## config.mk

```make
export PLATFORM = sky130hd
export DESIGN_NAME = sort_fifo_axil_reader
export DESIGN_NICKNAME = d
export VERILOG_FILES = /design/src/rtl/sort_axil_pkg.sv /design/src/rtl/sort_sync_fifo.sv /design/src/rtl/sort_fifo_axil_reader.sv
export SDC_FILE = /design/constraint.sdc
export NUM_CORES = 1
export LEC_CHECK = 0
export ABC_AREA = 1
export CAP_MARGIN = 20
export CORE_ASPECT_RATIO = 1.5
export CORE_UTILIZATION = 55
export CTS_BUF_LIST = sky130_fd_sc_hd__clkbuf_4 sky130_fd_sc_hd__clkbuf_8 sky130_fd_sc_hd__clkbuf_16
export CTS_CLUSTER_SIZE = 16
export DETAILED_ROUTE_END_ITERATION = 10
export PLACE_DENSITY = 0.78
export RECOVER_POWER = 100
export SLEW_MARGIN = 0
export SYNTH_ARGS = -nofsm -noshare
export SYNTH_HDL_FRONTEND = slang
export SYNTH_HIERARCHICAL = 1
export SYNTH_SLANG_ARGS = --single-unit
```

## constraint.sdc

```tcl
create_clock -name clk -period 8.8 [get_ports clk]
set_input_delay 1.76 -clock clk [delete_from_list [all_inputs] [get_ports clk]]
set_output_delay 1.76 -clock clk [all_outputs]
set_load 0.03 [all_outputs]
```

## src/rtl/sort_axil_pkg.sv

```systemverilog
// Shared constants, FSM state type and saturating helpers for the sorter
// FIFO drain stage and its AXI4-Lite read port.
package sort_axil_pkg;

   localparam logic [31:0] ADDR_VAL_POP  = 32'h0000_0000;
   localparam logic [31:0] ADDR_IVAL_POP = 32'h0000_0004;
   localparam logic [31:0] ADDR_STATUS   = 32'h0000_0008;
   localparam logic [31:0] ADDR_DROP_CLR = 32'h0000_000C;

   localparam logic [1:0] RESP_OKAY   = 2'b00;
   localparam logic [1:0] RESP_SLVERR = 2'b10;
   localparam logic [1:0] RESP_DECERR = 2'b11;

   typedef enum logic {IDLE, RESP} state_t;

   function automatic logic [7:0] sat_inc(input logic [7:0] v);
      return (v == 8'hFF) ? v : v + 8'd1;
   endfunction

   function automatic logic [7:0] sat_add(input logic [7:0] a, input logic [7:0] b);
      logic [8:0] s;
      s = {1'b0, a} + {1'b0, b};
      return s[8] ? 8'hFF : s[7:0];
   endfunction

endpackage

```

## src/rtl/sort_sync_fifo.sv

```systemverilog
// Single-clock byte FIFO fed by the sorter; a push into a full FIFO is only
// accepted when a pop frees a slot in the same cycle, otherwise it is dropped.
module sort_sync_fifo #(
   parameter int DEPTH  = 8,
   parameter int DATA_W = 8,
   parameter int CNT_W  = 4
) (
   input  logic              clk,
   input  logic              rst,
   input  logic              push,
   input  logic [DATA_W-1:0] din,
   input  logic              pop,
   output logic [DATA_W-1:0] dout,
   output logic [CNT_W-1:0]  count,
   output logic              full,
   output logic              empty,
   output logic              drop
);

   localparam int PTR_W = $clog2(DEPTH);

   logic [DATA_W-1:0] r_mem [DEPTH];
   logic [PTR_W-1:0]  r_wr_ptr, r_rd_ptr;
   logic [CNT_W-1:0]  r_count;
   logic              w_do_push, w_do_pop;

   assign full  = (r_count == CNT_W'(DEPTH));
   assign empty = (r_count == '0);
   assign count = r_count;
   assign dout  = r_mem[r_rd_ptr];

   // An empty FIFO never bypasses: the pop fails even if a push lands now.
   assign w_do_pop  = pop && !empty;
   assign w_do_push = push && (!full || w_do_pop);
   assign drop      = push && !w_do_push;

   // NOTE: storage has no reset; pointers and count alone define validity.
   always_ff @(posedge clk) begin
      if (w_do_push) r_mem[r_wr_ptr] <= din;
   end

   // NOTE: sequential state uses non-blocking assignments so every register
   // samples pre-edge values regardless of block ordering.
   always_ff @(posedge clk) begin
      if (rst) begin
         r_wr_ptr <= '0;
         r_rd_ptr <= '0;
         r_count  <= '0;
      end else begin
         if (w_do_push) r_wr_ptr <= r_wr_ptr + PTR_W'(1);
         if (w_do_pop)  r_rd_ptr <= r_rd_ptr + PTR_W'(1);
         if (w_do_push && !w_do_pop)      r_count <= r_count + CNT_W'(1);
         else if (w_do_pop && !w_do_push) r_count <= r_count - CNT_W'(1);
      end
   end

endmodule

```

## src/rtl/sort_fifo_axil_reader.sv

```systemverilog
// Drain stage for the packet sorter: valid/invalid byte FIFOs popped by the
// host over an AXI4-Lite read channel, plus status and drop counters.
module sort_fifo_axil_reader
   import sort_axil_pkg::*;
#(
   parameter int DEPTH  = 8,
   parameter int DATA_W = 8,
   parameter int CNT_W  = 4
) (
   input  logic              clk,
   input  logic              rst,
   input  logic              val_push,
   input  logic [DATA_W-1:0] val_din,
   input  logic              ival_push,
   input  logic [DATA_W-1:0] ival_din,
   input  logic [31:0]       ARADDR,
   input  logic              ARVALID,
   output logic              ARREADY,
   output logic [31:0]       RDATA,
   output logic [1:0]        RRESP,
   output logic              RVALID,
   input  logic              RREADY,
   output logic              val_full,
   output logic              val_empty,
   output logic              ival_full,
   output logic              ival_empty,
   output logic [CNT_W-1:0]  val_fifo_ctr,
   output logic [CNT_W-1:0]  ival_fifo_ctr
);

   state_t            r_state, w_state_nxt;
   logic [31:0]       r_rdata, w_rdata_nxt, w_status;
   logic [1:0]        r_rresp, w_rresp_nxt;
   logic [7:0]        r_val_drop, r_ival_drop;
   logic              w_ar_hs, w_val_pop, w_ival_pop, w_drop_clr;
   logic              w_val_drop, w_ival_drop;
   logic [DATA_W-1:0] w_val_head, w_ival_head;

   // Pops and the drop clear happen only at the AR handshake, never in RESP.
   assign w_ar_hs    = ARREADY && ARVALID;
   assign w_val_pop  = w_ar_hs && (ARADDR == ADDR_VAL_POP);
   assign w_ival_pop = w_ar_hs && (ARADDR == ADDR_IVAL_POP);
   assign w_drop_clr = w_ar_hs && (ARADDR == ADDR_DROP_CLR);

   sort_sync_fifo #(.DEPTH(DEPTH), .DATA_W(DATA_W), .CNT_W(CNT_W)) u_val_fifo (
      .clk   (clk),
      .rst   (rst),
      .push  (val_push),
      .din   (val_din),
      .pop   (w_val_pop),
      .dout  (w_val_head),
      .count (val_fifo_ctr),
      .full  (val_full),
      .empty (val_empty),
      .drop  (w_val_drop)
   );

   sort_sync_fifo #(.DEPTH(DEPTH), .DATA_W(DATA_W), .CNT_W(CNT_W)) u_ival_fifo (
      .clk   (clk),
      .rst   (rst),
      .push  (ival_push),
      .din   (ival_din),
      .pop   (w_ival_pop),
      .dout  (w_ival_head),
      .count (ival_fifo_ctr),
      .full  (ival_full),
      .empty (ival_empty),
      .drop  (w_ival_drop)
   );

   assign w_status = {sat_add(r_val_drop, r_ival_drop), 4'h0,
                      ival_empty, ival_full, val_empty, val_full,
                      4'h0, 4'(ival_fifo_ctr), 4'h0, 4'(val_fifo_ctr)};

   // NOTE: every always_comb output gets a default first so no latch is inferred.
   always_comb begin
      w_rdata_nxt = '0;
      w_rresp_nxt = RESP_OKAY;
      case (ARADDR)
         ADDR_VAL_POP: begin
            if (val_empty) w_rresp_nxt = RESP_SLVERR;
            else           w_rdata_nxt = 32'(w_val_head);
         end
         ADDR_IVAL_POP: begin
            if (ival_empty) w_rresp_nxt = RESP_SLVERR;
            else            w_rdata_nxt = 32'(w_ival_head);
         end
         ADDR_STATUS:   w_rdata_nxt = w_status;
         ADDR_DROP_CLR: w_rdata_nxt = {16'h0, r_ival_drop, r_val_drop};
         default:       w_rresp_nxt = RESP_DECERR;
      endcase
   end

   always_ff @(posedge clk) begin
      if (rst) r_state <= IDLE;
      else     r_state <= w_state_nxt;
   end

   always_comb begin
      w_state_nxt = r_state;
      case (r_state)
         IDLE:    if (ARVALID) w_state_nxt = RESP;
         RESP:    if (RREADY)  w_state_nxt = IDLE;
         default: w_state_nxt = IDLE;
      endcase
   end

   always_comb begin
      ARREADY = (r_state == IDLE);
      RVALID  = (r_state == RESP);
   end

   always_ff @(posedge clk) begin
      if (rst) begin
         r_rdata <= '0;
         r_rresp <= RESP_OKAY;
      end else if (w_ar_hs) begin
         r_rdata <= w_rdata_nxt;
         r_rresp <= w_rresp_nxt;
      end
   end

   // A clear wins over a drop arriving in the same cycle.
   always_ff @(posedge clk) begin
      if (rst || w_drop_clr) begin
         r_val_drop  <= '0;
         r_ival_drop <= '0;
      end else begin
         if (w_val_drop)  r_val_drop  <= sat_inc(r_val_drop);
         if (w_ival_drop) r_ival_drop <= sat_inc(r_ival_drop);
      end
   end

   assign RDATA = r_rdata;
   assign RRESP = r_rresp;

endmodule

```

==> impl_metrics.ini <==
[logic_synthesis]
synthArstFlopShare = 0
avgSynthCellArea_um2 = 8.91
ys_seq_elements = 201
synth_edf_count = 128
ys.flop_type = edfxtp_1
synth_adder_area_share = 0.0324
synth_top_family_by_area = simple AND/OR/NAND/NOR gates
synthTopCellsByCount = nand2_1 (240), nor2_1 (195), edfxtp_1 (128), inv_1 (91), dfxtp_1 (73)
yosys.area.top_type = edfxtp_1
yosys_warnings = 6
seq_area_frac_synth = 0.554
synth.top_cell.area_share = 0.401
synth-compound-area-share = 0.0915
synth-simple-area-share = 0.238
synth_xor_xnor_area_share = 0.0137
synth_cells = 1075
synth_area_mm2 = 0.00958
synthMuxAreaShare = 0
yosysMostFrequentCell = nand2_1
yosysUniqueCellTypes = 45
synthTopCellsByArea = edfxtp_1 (40%), dfxtp_1 (15%), nand2_1 (9.4%)

[critical_path]
criticalPathCategory = in -> reg
path_max_fanout = 33
crit_path_end_kind = register
arrival_ns = 5.70
critPathRequiredTime_ns = 9.19
worst_setup_path_start_kind = input pin

[status]
violations = max-capacitance violations, max-slew violations
status = finished with violations

[routing]
drt-initial-drc-count = 441
vias_per_cell = 5.37
postRouteAntennaNets = 0
num_vias = 7437
wirelength_um = 21900
routedWlPerCell_um = 15.8
drtPass1Iterations = 5
drc = 0

[timing]
period_minus_slack_ns = 5.31
max_clock_freq_ghz = 0.188
rsz0062_at_grt = no
tns_ns = 0
timing.hold.ws_ns = 0.463
slew_viol_final = 34
skew_ns = 0.00813
tightest_slew_ns = 1.79
period_share = 0.604
slew_headroom = -0.190
hold_violations = 0
finalSetupViolations = 0

[floorplanning]
die_w_um = 110
io_pins = 102
core_mm2 = 0.0169
chipHeight_um = 164
initial_core_util = 0.566
dieArea_mm2 = 0.0180
rows = 58

[grt]
antenna_found_initial = 0
grt_pass1_vias = 7168
grt_use_total = 0.248
grt_max_degree = 41
grt_pass1_wl_um = 34500
overflow = 0

[cts]
htreeDepth = 1
insertion_delay_ns = 0.49
clk_path_buf_depth = 3
tritoncts = done
cts-buffers-inserted = 19
cts_hold_buf = 0
cts.sinks = 201
cts_root_buf = clkbuf_16
clkTransAtPathRegs_ns = 0.07
postCtsResizedCells = 0
cts_setup_buffers = 0

[pwr]
power.leakage_uw = 0.00456
power_density_mw_per_mm2 = 190
ir_worst_vdd_mv = 0.160

[finish]
finalNetCount = 1240
regArea_mm2 = 0.00531
multiInputGateArea_mm2 = 0.00354
fill_cells = 1347
antenna-diode-count = 0
finish.utilization = 0.657
area_delta_synth_final_pct = 16.0
drive_gt1_frac = 0.0527
fin_cells = 1386

[place]
dp_hpwl_um = 15100
gp_congestion = 0.860
io_buffers = 97
place_inst = 1352

[job]
maxCapViolCount = 1

[hold_path]
min_path_type = reg -> reg
==> final cells by class <==
cell class              instances  share of cell area
flip-flops and latches        201               0.477
well taps                     210              0.0236
inverters                     101              0.0343
multi-input cells             739               0.319
repair buffers                101              0.0898
clock inverters                12              0.0111
clock buffers                  22              0.0448
==> sequential cells by signal, summed over array words and instances (netlist names), 2 cells and up, named ones only <==
register              cells
u_val_fifo/r_wr_ptr       3
u_val_fifo/r_mem         64
r_val_drop                8
RDATA                    28
u_val_fifo/count          4
u_ival_fifo/count         4
u_ival_fifo/r_rd_ptr      3
u_val_fifo/r_rd_ptr       3
u_ival_fifo/r_wr_ptr      3
u_ival_fifo/r_mem        64
r_ival_drop               8
RRESP                     2
==> power by group <==
group	internal [uW]	switching [uW]
logic	79.9	149
clock network	469	349
registers	1030	24.9
==> kinds of logic (layout without fill, tap and decap cells) <==
| kind of cell | Yosys count | after routing |
|---|---|---|
| flops | 201 | 201 |
| compound gates | 167 | 167 |
| other cells | 1 | 4 |
| fa+ha+maj | 23 | 23 |
| simple gates | 530 | 530 |
| buf+inv | 138 | 236 |
| xor+xnor | 15 | 15 |
==> metal layers <==
| layer | track usage | vias to the layer above | wire [um] | share of wire |
|---|---|---|---|---|
| li1 | - | 3697 | - | - |
| met1 | 0.299 | 3468 | 8690 | 0.40 |
| met2 | 0.453 | 229 | 11300 | 0.52 |
| met3 | 0.0271 | 43 | 1310 | 0.060 |
| met4 | 0.0836 | 0 | 576 | 0.026 |
| met5 | 0 | - | 0 | 0 |
==> cell usage in the layout (no fill, tap or decap), types with 3 or more instances in the layout <==
cell type / instances
clkinv_1: 3
nand2_1: 243
inv_2: 3
buf_4: 3
nor2_4: 4
nand3_1: 46
dlygate4sd3_1: 61
xor2_1: 13
nor2_2: 5
clkbuf_16: 19
a21oi_1: 52
fa_1: 3
o21ai_1: 58
clkbuf_4: 3
conb_1: 4
edfxtp_1: 128
nand3b_1: 8
clkdlybuf4s50_1: 36
clkinv_2: 4
ha_1: 20
clkinvlp_4: 3
nor3b_1: 3
o21ai_0: 46
inv_1: 95
dfxtp_1: 73
nor2_1: 200
nand4_1: 10
==> through the flow <==
stage                     total power (uW)  worst slack [ns]  area, um^2
after detailed placement              1320              3.85       10600
final                                 2110              3.49       11100
after floorplan                       1220              4.71        9590
after global placement                1310              3.92       10600
after CTS                             2130              4.34       11200
after global routing                  2180              3.14       11100
==> worst paths after layout <==
kind	startpoint	end	slack, ns	cells past startpoint
setup / recovery	ARVALID	u_ival_fifo/count[3]	3.49	16
setup reg to reg	RVALID	u_ival_fifo/count[3]	4.91	16
hold / removal	RDATA[15]	RDATA[15]	0.46	2
hold reg to reg	RDATA[15]	RDATA[15]	0.46	2
==> critical path, stage by stage <==
cell	delay (ns)
dlygate4sd3_1	0.54
nand2_1	0.06
clkbuf_1	1.28
nor2_1	0.30
clkinv_1	0.10
nand4_1	0.27
nand2_1	0.14
inv_1	0.06
ha_1	0.20
inv_1	0.13
ha_1	0.26
or2_2	0.31
nand3_1	0.09
nand3_1	0.08
nand2_1	0.06
inv_1	0.04
No activity file was read; power rests on OpenSTA's default activity.
